<file path="src/rtl/muldiv_pkg.sv">
// muldiv_pkg -- shared definitions for the multiply/divide unit.
// Holds the R-type funct codes served by the HI/LO unit, the FSM state
// encoding, and a small decoder shared with the ALU control decoder.
package muldiv_pkg;

  // R-type funct codes handled by the HI/LO unit
  localparam logic [5:0] F_MTHI  = 6'b010001;
  localparam logic [5:0] F_MTLO  = 6'b010011;
  localparam logic [5:0] F_MULT  = 6'b011000;
  localparam logic [5:0] F_MULTU = 6'b011001;
  localparam logic [5:0] F_DIV   = 6'b011010;
  localparam logic [5:0] F_DIVU  = 6'b011011;

  // Unit FSM: IDLE -> CALC (WIDTH steps) -> FIX (sign fix) -> DONE -> IDLE
  typedef enum logic [1:0] {
    ST_IDLE = 2'd0,
    ST_CALC = 2'd1,
    ST_FIX  = 2'd2,
    ST_DONE = 2'd3
  } state_t;

  // Operation class derived from funct
  typedef enum logic [2:0] {
    OPK_MUL     = 3'd0,
    OPK_DIV     = 3'd1,
    OPK_MTHI    = 3'd2,
    OPK_MTLO    = 3'd3,
    OPK_ILLEGAL = 3'd4
  } op_kind_t;

  function automatic op_kind_t decode_funct(input logic [5:0] f);
    op_kind_t k;
    case (f)
      F_MULT, F_MULTU: k = OPK_MUL;
      F_DIV, F_DIVU:   k = OPK_DIV;
      F_MTHI:          k = OPK_MTHI;
      F_MTLO:          k = OPK_MTLO;
      default:         k = OPK_ILLEGAL;
    endcase
    return k;
  endfunction

  // Two's-complement variants
  function automatic logic funct_signed(input logic [5:0] f);
    return (f == F_MULT) || (f == F_DIV);
  endfunction

endpackage

</file>
<file path="src/rtl/muldiv_step.sv">
// muldiv_step -- one iteration of the sequential multiply/divide datapath.
// Purely combinational; shares a single WIDTH+2 bit adder between the
// shift-add multiply step and the restoring shift-subtract divide step.
//
// Ports:
//   op_div     : 1 = divide step, 0 = multiply step
//   upper      : partial product high half / partial remainder
//   lower      : multiplier (shifting out) / dividend-quotient register
//   operand    : multiplicand magnitude / divisor magnitude
//   next_upper : upper after this iteration
//   next_lower : lower after this iteration
module muldiv_step #(
  parameter int WIDTH = 32
) (
  input  logic             op_div,
  input  logic [WIDTH-1:0] upper,
  input  logic [WIDTH-1:0] lower,
  input  logic [WIDTH-1:0] operand,
  output logic [WIDTH-1:0] next_upper,
  output logic [WIDTH-1:0] next_lower
);

  logic [WIDTH:0]   add_a;
  logic [WIDTH:0]   add_b;
  logic [WIDTH+1:0] sum_ext;
  logic [WIDTH:0]   mul_t;
  logic             ge;

  always_comb begin
    // Divide: shifted remainder minus divisor via add of inverted operand
    // plus carry-in; carry out (bit WIDTH+1) means "no borrow".
    add_a   = op_div ? {upper, lower[WIDTH-1]} : {1'b0, upper};
    add_b   = op_div ? ~{1'b0, operand} : {1'b0, operand};
    sum_ext = {1'b0, add_a} + {1'b0, add_b} + {{(WIDTH+1){1'b0}}, op_div};
    ge      = sum_ext[WIDTH+1];

    // Multiply: conditionally add, then shift {carry,upper,lower} right by one
    mul_t   = lower[0] ? sum_ext[WIDTH:0] : {1'b0, upper};

    if (op_div) begin
      next_upper = ge ? sum_ext[WIDTH-1:0] : {upper[WIDTH-2:0], lower[WIDTH-1]};
      next_lower = {lower[WIDTH-2:0], ge};
    end else begin
      next_upper = mul_t[WIDTH:1];
      next_lower = {mul_t[0], lower[WIDTH-1:1]};
    end
  end

endmodule

</file>
<file path="src/rtl/muldiv_unit.sv">
// muldiv_unit -- iterative HI/LO multiply/divide unit (MULT/MULTU/DIV/DIVU,
// MTHI/MTLO). Signed operations run on operand magnitudes; the FIX state
// applies sign correction and the divide-by-zero result before HI/LO load.
//
// Handshake: start is a request strobe sampled on the rising edge; it is
// accepted only while busy is low (FSM in IDLE). A mul/div accepted at edge
// E0 pulses done during the cycle after edge E0+WIDTH+1 (the DONE state);
// MTHI/MTLO pulse done in the cycle right after their accepting edge;
// an unsupported funct pulses illegal in that cycle instead.
//
// Ports:
//   clk     : rising-edge clock
//   rst     : synchronous active-low reset
//   start   : request strobe
//   funct   : R-type funct field
//   a, b    : rs / rt operands
//   busy    : FSM not in IDLE
//   done    : one-cycle completion pulse
//   illegal : one-cycle pulse on unsupported funct
//   hi, lo  : HI / LO registers
module muldiv_unit
  import muldiv_pkg::*;
#(
  parameter int WIDTH = 32
) (
  input  logic             clk,
  input  logic             rst,
  input  logic             start,
  input  logic [5:0]       funct,
  input  logic [WIDTH-1:0] a,
  input  logic [WIDTH-1:0] b,
  output logic             busy,
  output logic             done,
  output logic             illegal,
  output logic [WIDTH-1:0] hi,
  output logic [WIDTH-1:0] lo
);

  localparam int CW = $clog2(WIDTH);

  state_t           state_q, state_d;
  logic [CW-1:0]    count_q;
  logic             op_div_q;
  logic             neg_res_q;   // product / quotient needs negation
  logic             neg_rem_q;   // remainder needs negation (dividend < 0)
  logic             div_zero_q;
  logic [WIDTH-1:0] a_q;         // raw dividend, returned in HI on /0
  logic [WIDTH-1:0] upper_q, lower_q, operand_q;
  logic [WIDTH-1:0] hi_q, lo_q;
  logic             mt_done_q, illegal_q;

  // Request decode
  op_kind_t         kind;
  logic             accept;
  logic             a_neg, b_neg;
  logic [WIDTH-1:0] mag_a, mag_b;

  always_comb begin
    kind   = decode_funct(funct);
    accept = start && (state_q == ST_IDLE);
    a_neg  = funct_signed(funct) && a[WIDTH-1];
    b_neg  = funct_signed(funct) && b[WIDTH-1];
    mag_a  = a_neg ? -a : a;
    mag_b  = b_neg ? -b : b;
  end

  // Single iteration datapath
  logic [WIDTH-1:0] step_upper, step_lower;

  muldiv_step #(.WIDTH(WIDTH)) u_step (
    .op_div     (op_div_q),
    .upper      (upper_q),
    .lower      (lower_q),
    .operand    (operand_q),
    .next_upper (step_upper),
    .next_lower (step_lower)
  );

  // Sign correction, valid while in FIX
  logic [2*WIDTH-1:0] prod, prod_fix;
  logic [WIDTH-1:0]   q_fix, r_fix, fix_hi, fix_lo;

  always_comb begin
    prod     = {upper_q, lower_q};
    prod_fix = neg_res_q ? -prod : prod;
    q_fix    = neg_res_q ? -lower_q : lower_q;
    r_fix    = neg_rem_q ? -upper_q : upper_q;
    if (!op_div_q) begin
      fix_hi = prod_fix[2*WIDTH-1:WIDTH];
      fix_lo = prod_fix[WIDTH-1:0];
    end else if (div_zero_q) begin
      fix_hi = a_q;
      fix_lo = '1;
    end else begin
      fix_hi = r_fix;
      fix_lo = q_fix;
    end
  end

  // FSM: state register
  always_ff @(posedge clk) begin
    if (!rst) state_q <= ST_IDLE;
    else      state_q <= state_d;
  end

  // FSM: next state
  always_comb begin
    state_d = state_q;
    case (state_q)
      ST_IDLE: if (accept && (kind == OPK_MUL || kind == OPK_DIV)) state_d = ST_CALC;
      ST_CALC: if (count_q == '0) state_d = ST_FIX;
      ST_FIX:  state_d = ST_DONE;
      ST_DONE: state_d = ST_IDLE;
      default: state_d = ST_IDLE;
    endcase
  end

  // FSM: outputs
  always_comb begin
    busy    = (state_q != ST_IDLE);
    done    = (state_q == ST_DONE) || mt_done_q;
    illegal = illegal_q;
    hi      = hi_q;
    lo      = lo_q;
  end

  // Datapath registers
  always_ff @(posedge clk) begin
    if (!rst) begin
      count_q    <= '0;
      op_div_q   <= 1'b0;
      neg_res_q  <= 1'b0;
      neg_rem_q  <= 1'b0;
      div_zero_q <= 1'b0;
      a_q        <= '0;
      upper_q    <= '0;
      lower_q    <= '0;
      operand_q  <= '0;
      hi_q       <= '0;
      lo_q       <= '0;
      mt_done_q  <= 1'b0;
      illegal_q  <= 1'b0;
    end else begin
      mt_done_q <= 1'b0;
      illegal_q <= 1'b0;
      if (accept) begin
        case (kind)
          OPK_MUL: begin
            op_div_q   <= 1'b0;
            upper_q    <= '0;
            lower_q    <= mag_b;
            operand_q  <= mag_a;
            neg_res_q  <= a_neg ^ b_neg;
            neg_rem_q  <= 1'b0;
            div_zero_q <= 1'b0;
            a_q        <= a;
            count_q    <= CW'(WIDTH - 1);
          end
          OPK_DIV: begin
            op_div_q   <= 1'b1;
            upper_q    <= '0;
            lower_q    <= mag_a;
            operand_q  <= mag_b;
            neg_res_q  <= a_neg ^ b_neg;
            neg_rem_q  <= a_neg;
            div_zero_q <= (b == '0);
            a_q        <= a;
            count_q    <= CW'(WIDTH - 1);
          end
          OPK_MTHI: begin
            hi_q      <= a;
            mt_done_q <= 1'b1;
          end
          OPK_MTLO: begin
            lo_q      <= a;
            mt_done_q <= 1'b1;
          end
          default: illegal_q <= 1'b1;
        endcase
      end else if (state_q == ST_CALC) begin
        upper_q <= step_upper;
        lower_q <= step_lower;
        if (count_q != '0) count_q <= count_q - CW'(1);
      end else if (state_q == ST_FIX) begin
        hi_q <= fix_hi;
        lo_q <= fix_lo;
      end
    end
  end

endmodule

</file>
<file path="config.mk">
export PLATFORM = sky130hd
export DESIGN_NAME = muldiv_unit
export DESIGN_NICKNAME = d
export VERILOG_FILES = /design/src/rtl/muldiv_pkg.sv /design/src/rtl/muldiv_step.sv /design/src/rtl/muldiv_unit.sv
export SDC_FILE = /design/constraint.sdc
export NUM_CORES = 1
export LEC_CHECK = 0
export BUFFER_PORTS_ARGS = -buffer_cell sky130_fd_sc_hd__buf_2
export CORE_MARGIN = 2
export CORE_UTILIZATION = 40
export DETAILED_ROUTE_END_ITERATION = 12
export SYNTH_ARGS = -nofsm -noshare
export SYNTH_HDL_FRONTEND = slang
export SYNTH_SLANG_ARGS = --single-unit
export TNS_END_PERCENT = 50
</file>
<file path="constraint.sdc">
create_clock -name clk -period 5.3 [get_ports clk]
set_input_delay 0.53 -clock clk [delete_from_list [all_inputs] [get_ports clk]]
set_output_delay 0.53 -clock clk [all_outputs]
set_load 0.03 [all_outputs]
</file>
==> results of run 1 <==
-- worst max-delay path: stages (launching register included) --
cell and delay (ps):
dfxtp_4 770, buf_4 650, xor2_1 170, ha_1 390
a21o_1 190, a221oi_1 620, a2bb2oi_1 290, a21oi_1 260
a221oi_1 400, xnor2_1 160, mux2i_1 170, a21oi_1 90
a22o_1 220
-- placed cells by master (no fill, tap or decap), types with 42 or more instances in the layout --
cell type,synthesis,routed
a21oi_1,226,226
buf_2,8,139
dfxtp_1,205,201
ha_1,42,42
mux2i_1,72,72
nand2_1,292,291
nor2_1,125,121
o21ai_0,166,166
o31ai_1,42,42
xnor2_1,132,132
xor2_1,82,82
-- stage by stage --
step / power (mW) / hold WS (ps) / instance area, um^2 / std cells / setup WS [ps]
floorplan: 3.01 / 431 / 16000 / 2150 / 767
global placement: 3.47 / 439 / 16700 / 2633 / 976
detailed placement: 3.50 / 443 / 16700 / 2633 / 878
CTS: 5.38 / 281 / 17600 / 2675 / 861
global route: 5.63 / 301 / 17600 / 2675 / 453
finish: 5.41 / 303 / 17600 / 2675 / 792
-- routing by layer --
metal | up-vias | track usage [%] | share of wire (%)
li1 | 7693 | - | -
met1 | 7848 | 36.5 | 42
met2 | 676 | 44.7 | 45
met3 | 163 | 6.01 | 7.9
met4 | 0 | 12.6 | 5.0
met5 | - | 0 | 0
-- final timing paths --
path | from | endpoint | cells past startpoint
max reg2reg | op_div_q | upper_q[23] | 12
min | a[30] | a_q[30] | 3
min reg2reg | lo[12] | lo[12] | 2
max | op_div_q | upper_q[23] | 12
-- sequential cells by signal (all words and copies together), names as in the netlist --
name / count
a_q: 32
state_q: 2
div_zero_q: 1
lo: 32
upper_q: 32
hi: 32
neg_rem_q: 1
illegal: 1
op_div_q: 1
count_q: 5
operand_q: 32
neg_res_q: 1
lower_q: 32
mt_done_q: 1
-- logic make-up after synthesis --
kind of cell,count (synthesis)
xor+xnor,214
simple gates,632
flops,205
mux,105
fa+ha+maj,43
compound gates,702
buf+inv,249
-- layout make-up --
cell class	count	area, um^2
Fill cell	4070	21900
Multi-Input combinational cell	1696	10900
Sequential cell	205	4110
Timing Repair Buffer	174	958
Clock buffer	35	754
Tap cell	525	657
Clock inverter	7	138
Inverter	33	125
-- power by group through the flow --
| stage | logic, mW | registers, mW | clock network, mW |
|---|---|---|---|
| 2_1_floorplan | 1.13 | 1.88 | 0 |
| 3_3_place_gp | 1.59 | 1.88 | 0 |
| 3_5_place_dp | 1.62 | 1.88 | 0 |
| 4_1_cts | 1.62 | 1.85 | 1.91 |
| 5_1_grt | 1.79 | 1.87 | 1.97 |
| 6_report | 1.66 | 1.85 | 1.89 |
==> results.md, run 1 <==
- Nets: between 2000 and 2500
- 1st-iter DRT viols: 1553
- CP required: approximately 5700 ps
- Placer congestion estimate: slightly below 0.9
- Final cycle utilization of the critical path: between 80% and 90%
- Worst VDD drop: 229 uV
- # DRC: 0
- Post-synth top area cell: dfxtp_1
- Ys async rst share: 0%
- Hold Crit Class: input port to flop
- Crit path DAT: 4930 ps
- CTS tree: built
- Vias/cell: 6.12
- Yosys top cell area share: 25.7%
- Sink Count: just over 200
- Post-DP HPWL: 43100 um
- Post-synth top cells: nand2_1 (292), a21oi_1 (226), dfxtp_1 (205)
- Post-DRT Antenna Nets: 0
- Clock root cell: clkbuf_16
- FP Rows: 73
- Vias in the first global route: 15500
- TritonCTS buffer count: 24
- RSZ-0062 raised after global routing: no
- Buffers on Ports: 139
- Critical-path maximum fanout: 61
- Compound-Gate Fraction of Synth Area: 27.7%
- Count leader, synth: nand2_1
- Clock Power Share: a little over a third
- # Post-CTS Setup Buffers: 0
- Largest net degree at the start of global routing: 83
- Seq pwr share: 34.3%
- Longest Clk Path Bufs: 3
- Synth area leaders: dfxtp_1 (26%), xnor2_1 (7.2%), a21oi_1 (7.1%)
- Post_cts resized: 0
- Hold-fix buffers at CTS: 0
- Post-synth EDFFs: 0
- Synth Area per Inst: 7.42 um^2
- Hold Vio Cnt, Final: 0
- Sw power: 2.07 mW
- Largest family of logic cells by synthesized area: compound AO/OA/AOI/OAI gates
- Yosys reg bits: roughly 210
- Sw frac: 38.3%
- Reg clk slew, reported paths: roughly 70 ps
- CP Launch Type: flop
- H-tree Lvls: 1
- XOR/XNOR Fraction of Synth Area: about an eighth
- Initial antenna violation count: 0
- Die footprint: 41500 um^2
- Ys Warns: 0
- Core ar.: 39500 um^2
- Die width: 204 um
- Vias: 16400
- GRT overflow: 0
- Worst slew pin tran: around 1300 ps
- Fmax: 0.222 GHz
- Die H: approximately 200 um
- Fraction of layout cells with a size suffix above 1: 13.6%
- Worst setup EP type: flop
- GR Util All Layers: 28.1%
- Clock skew: 20.4 ps
- Clk Latency, worst-skew pair: 550 ps
- Adder-cell share of the synthesized area: under 10%
- Combinational fraction of design power: 30.8%
- Max-slew violations: 0
- Int Power: roughly 3.3 mW
- Ant diodes: 0
- Power per cell area: 307 nW/um^2
- Final setup violation count: 0
- Pre-antenna DRT Iters: 6
- Status: finished, final reports clean
- Seq/Total Area, Yosys: 25.7%
- Min Tclk post-route: between 4000 and 5000 ps
- First-pass GRT wire length: 91100 um
- P&R area growth vs syn: 10.3%
- Maxcap violations: 0
- Drt wl/cell: around 22 um
- Total negative setup slack: 0 ps
- Post-synth cell types: 76
- Leak: approximately 6.7 nW
- Mapped Area: about 16000 um^2
- Worst R2R Setup Slack: 790 ps
- Synth Area in Simple Gates: between 10% and 20%
- Finished Core Util: about 45%
- DRT Wirelength: 59600 um
- Cell count after synthesis: 2150
- Slew Limit Headroom: 15.4%
- Synth Flop Type: dfxtp_1
- Starting Density: 40.4%
- Path type of the worst setup path: flop to flop
- Multiplexer area fraction after synthesis: 6.84%
- I/O pin cnt: 140
- Post-Syn Nets: 2266
(Power assumes the default switching activity.)
==> run 2, diff against run 1 <==
Clock period 5.3 ns to 4.25 ns, I/O delays scaled along.
==> run 2 against run 1 <==
Worst hold slack worse by 110 ps. Sequential share of layout area fell by 0.30 points. Critical endpoint is now upper_q[30]. First-iteration DRC count increased by 2.1%. Combinational power rose by 28%. Utilization rose by 0.58 points. Count of clock-buffer cells in the layout is 1 higher. Wire length up 1.2%. Total power up 21%. Clock skew fell by 5.9 ps. Setup slack got worse by 460 ps. Register-to-register slack lost 460 ps.
==> results.md, run 2 (synthesis results as in run 1) <==
- Critical path's slowest cell: dfxtp_4
- Total negative setup slack: 0 ps
- Initial antenna violation count: 0
- Setup WS post-layout: 329 ps
- Power per cell area: 368 nW/um^2
- Max-slew violations: 0
- Clock root cell: clkbuf_16
- CP Launch Type: flop
- Hold Crit Class: input port to flop
- First-pass GRT wire length: a little over 90000 um
- Critical-path maximum fanout: 22
- Most frequent cells in the layout: nand2_1 (291), a21oi_1 (226), dfxtp_1 (201)
- FP Rows: 73
- Pre-antenna DRT Iters: 6
- Worst slew pin tran: 1210 ps
- Vias: 16600
- Critical Path Max Stage Delay: 600 ps
- Nets: 2288
- Place WS: 296 ps
- Most common cell on crit path: a21oi_1
- 1st-iter DRT viols: 1585
- Ant diodes: 0
- Largest net degree at the start of global routing: 80
- P&R area growth vs syn: 11.8%
- Fraction of layout cells with a size suffix above 1: 15.1%
- Path type of the worst setup path: flop to flop
- Crit path DAT: 4340 ps
- Final setup violation count: 0
- DRT Wirelength: 60300 um
- Status: finished, final reports clean
- Die footprint: 41500 um^2
- Maxcap violations: 0
- RSZ-0062 raised after global routing: no
- Fmax: 0.255 GHz
- Placer congestion estimate: 0.990
- Worst R2R Setup Slack: roughly 330 ps
- Core ar.: 39500 um^2
- CP required: about 4700 ps
- Longest Clk Path Bufs: 3
- Worst setup EP type: flop
- Final cycle utilization of the critical path: 92.3%
- CTS tree: built
- Post-DP HPWL: 44100 um
- Sink Count: 205
- Clock skew: 14.5 ps
- CP Cell Sequence: buf_4 > mux2_2 > ha_1 > and4_1 > nand4_1 > a2bb2oi_1 > a21oi_1 > a21oi_1 > a311oi_1 > nor2_1 > o41ai_1
- Finished Core Util: a little under half
- # DRC: 0
- Min Tclk post-route: 3920 ps
- Clk Latency, worst-skew pair: 550 ps
- GR Util All Layers: 28.2%
- Buffers on Ports: between 100 and 150
- TritonCTS buffer count: 25
- H-tree Lvls: 1
- GRT overflow: 0
- Post-DRT Antenna Nets: 0
- Die width: approximately 200 um
- Drt wl/cell: 22.2 um
- Slew Limit Headroom: 19.0%
- Hold Vio Cnt, Final: 0
- Hold-fix buffers at CTS: 0
- Starting Density: 40.4%
- Vias/cell: 6.10
- Die H: 204 um
- Worst VDD drop: 296 uV
- I/O pin cnt: 140
- Hold Worst Slack: roughly 190 ps
- Reg clk slew, reported paths: roughly 60 ps
- Vias in the first global route: 15200
- Leading cell type in the layout, fill and taps excluded: nand2_1
- Leak: 6.85 nW
==> run 2: cell count changes in the layout (fill, tap and decap cells not counted) <==
cell	before	now
buf_12	0	1
buf_4	35	70
clkbuf_8	7	6
bufinv_16	4	1
clkinv_2	3	7
o21ai_0	166	165
inv_6	0	1
clkbuf_1	2	5
clkinvlp_4	1	2
clkbuf_16	26	25
buf_16	0	1
o21ai_1	4	5
==> run 2: final cells by class <==
class	count	area (um^2)
Clock inverter	10	83.8
Timing Repair Buffer	211	1270
Clock buffer	36	727
Multi-Input combinational cell	1696	10900
Fill cell	4038	21700
Tap cell	525	657
Sequential cell	205	4110
Inverter	33	125
==> run 2: per-layer routing <==
metal	wire length (um)	track usage, %	part of all wire [%]
met1	26000	37.8	43
met2	26800	44.9	44
met3	4640	4.71	7.7
met4	2850	11.8	4.7
met5	0	0	0
==> run 2: metrics by stage <==
stage / instance area [um^2] / cells / power [mW]
global placement: 17000 / 2669 / 4.36
global route: 17800 / 2716 / 6.83
floorplan: 16000 / 2150 / 3.75
finish: 17800 / 2716 / 6.56
detailed placement: 17000 / 2669 / 4.39
CTS: 17800 / 2715 / 6.54
==> run 2: path summary, 6_finish.rpt <==
path                 start          end  depth (start not counted)
setup / recovery  op_div_q  upper_q[30]                         11
hold / removal       a[30]      a_q[30]                          3
setup reg to reg  op_div_q  upper_q[30]                         11
hold reg to reg     lo[27]       lo[27]                          2
==> run 2: timing repair <==
item | CTS | global route
gates resized for setup | 0 | 1
buffers inserted | 0 | 1
endpoints found under the setup margin | 0 | 11
hold endpoints to repair | 0 | 0
==> run 2: critical path: cells and delay by family (launching register included) <==
kind / cells / cell delay (ps)
buf+inv: 1 / 260
compound gates: 5 / 1610
fa+ha+maj: 1 / 430
mux: 1 / 350
flops: 1 / 600
simple gates: 3 / 530
==> run 2: power breakdown <==
| group | total [mW] | switching, mW | leakage [nW] | internal, mW |
|---|---|---|---|---|
| Clock | 2.14 | 0.896 | 0.400 | 1.25 |
| Combinational | 2.12 | 1.48 | 4.79 | 0.636 |
| Sequential | 2.30 | 0.206 | 1.66 | 2.09 |
==> run 3, diff against run 2 <==
Settings changed: CORE_UTILIZATION 40 to 60, PLACE_DENSITY set to 0.8.
==> run 3 against run 2 <==
Register-to-register slack improved by 120 ps. Critical path type unchanged. Die area fell by 33%. First-iteration DRC count rose by 59%. Clock skew fell by 5.9 ps. Via count rose by 1.7%. Wire length fell by 6.3%. Critical endpoint is now upper_q[5]. Sequential cell count did not move.
==> results.md, run 3 (synthesis results as in run 1) <==
- Status: finished, final reports clean
- Min Tclk post-route: 3800 ps
- GR Util All Layers: between 30% and 40%
- CTS tree: built
- Sink Count: ~200
- TritonCTS buffer count: 23
- Crit path DAT: 4170 ps
- Total negative setup slack: 0 ps
- Fraction of layout cells with a size suffix above 1: 14.9%
- First-pass GRT wire length: just under 90000 um
- Worst slew pin tran: 1210 ps
- Vias: roughly 17000
- PnR Total Power: 6.62 mW
- Die footprint: 27900 um^2
- P&R area growth vs syn: 10.2%
- Initial antenna violation count: 4
- Post-route cell area: 17600 um^2
- Power per cell area: 377 nW/um^2
- Vias/cell: between 6 and 7
- Hold Crit Class: input port to flop
- Largest net degree at the start of global routing: 75
- FP Rows: 59
- Fmax: 0.263 GHz
- Final setup violation count: 0
- Leading cell type in the layout, fill and taps excluded: nand2_1
- Nets: roughly 2300
- RSZ-0062 raised after global routing: no
- Pre-antenna DRT Iters: 6
- Vias in the first global route: approximately 16000
- Reg clk slew, reported paths: around 70 ps
- Clock root cell: clkbuf_16
- Ant diodes: 0
- Slew Limit Headroom: 19.6%
- Area after DPL: 16700 um^2
- Max-slew violations: 0
- Longest Clk Path Bufs: 3
- # DRC: 0
- Maxcap violations: 0
- H-tree Lvls: 1
- Hold-fix buffers at CTS: 0
- Post-DRT Antenna Nets: 0
- Post-DP HPWL: 40200 um
- Worst setup EP type: flop
- Clock skew: about 8.6 ps
- Hold Vio Cnt, Final: 0
- Die H: between 150 and 200 um
- I/O pin cnt: 140
- Path type of the worst setup path: flop to flop
- Drt wl/cell: between 20 and 25 um
- Final cycle utilization of the critical path: about nine tenths
- Clk Latency, worst-skew pair: 520 ps
- DRT Wirelength: 56500 um
- Most frequent cells in the layout: nand2_1 (291), a21oi_1 (226), dfxtp_1 (201)
- Placer congestion estimate: between 1 and 1.5
- Core ar.: 26100 um^2
- 1st-iter DRT viols: 2518
- Critical-path maximum fanout: 21
- Worst VDD drop: 444 uV
- GRT overflow: 0
- Leak: 6.83 nW
- Buffers on Ports: 139
- Die width: 167 um
- CP required: ~4600 ps
- CP Launch Type: flop
- Starting Density: roughly 61%
run 3: changes by cell type in the layout (fill, tap and decap cells not counted), sizes merged:
cell | before | now
clkbuf | 36 | 29
buf | 211 | 205
bufinv | 1 | 4
clkinv | 8 | 7
run 3: repair_timing:
| action | in CTS | in global routing |
|---|---|---|
| hold endpoints to repair | 0 | 0 |
| setup endpoints to repair | 0 | 16 |
| buffers inserted | 0 | 1 |
| gates resized for setup | 0 | 2 |
run 3: layout make-up:
class                   instances  area (um^2)
flip-flops and latches        205         4110
fillers                      2272         8470
clock buffers                  29          669
repair buffers                205         1220
inverters                      33          125
well taps                     335          419
multi-input cells            1696        10900
clock inverters                12          173
run 3: metal layers:
| layer | vias up | track usage [%] | part of all wire, % |
|---|---|---|---|
| li1 | 7761 | - | - |
| met5 | - | 0 | 0.083 |
| met2 | 1032 | 61.1 | 44 |
| met3 | 231 | 6.17 | 11 |
| met4 | 2 | 23.8 | 7.1 |
| met1 | 7808 | 49.7 | 38 |
run 3: path summary, 6_finish.rpt:
kind / start / end / slack (ps) / depth (start not counted)
setup / recovery: op_div_q / upper_q[5] / 450 / 12
hold / removal: a[29] / a_q[29] / 210 / 3
setup reg to reg: op_div_q / upper_q[5] / 450 / 12
hold reg to reg: lo[14] / lo[14] / 450 / 2
run 3: where the power goes:
part | total (mW) | internal, mW | switching, mW
Clock | 2.23 | 1.36 | 0.868
Combinational | 2.08 | 0.622 | 1.46
Sequential | 2.31 | 2.09 | 0.225
Total | 6.62 | 4.07 | 2.55
run 3: worst max-delay path: stages (launching register included):
cell      delay [ps]
dfxtp_4          540
buf_12           210
mux2_2           350
ha_1             360
nand2_1           90
o21ai_0          340
or2_2            200
o221ai_1         150
a311oi_1         420
or2_4            370
mux2_2           370
a21oi_1          130
o21ai_0          100
run 3: metrics by stage:
| stage | hold WS (ps) | cells | worst slack (ps) | util [%] |
|---|---|---|---|---|
| final | 209 | 2515 | 447 | 67.5 |
| after global routing | 234 | 2515 | 141 | 67.5 |
| after CTS | 202 | 2514 | 184 | 67.4 |
| after detailed placement | 441 | 2473 | 226 | 64.2 |
| after global placement | 438 | 2473 | 348 | 64.2 |
| after floorplan | 431 | 2150 | 55.5 | - |
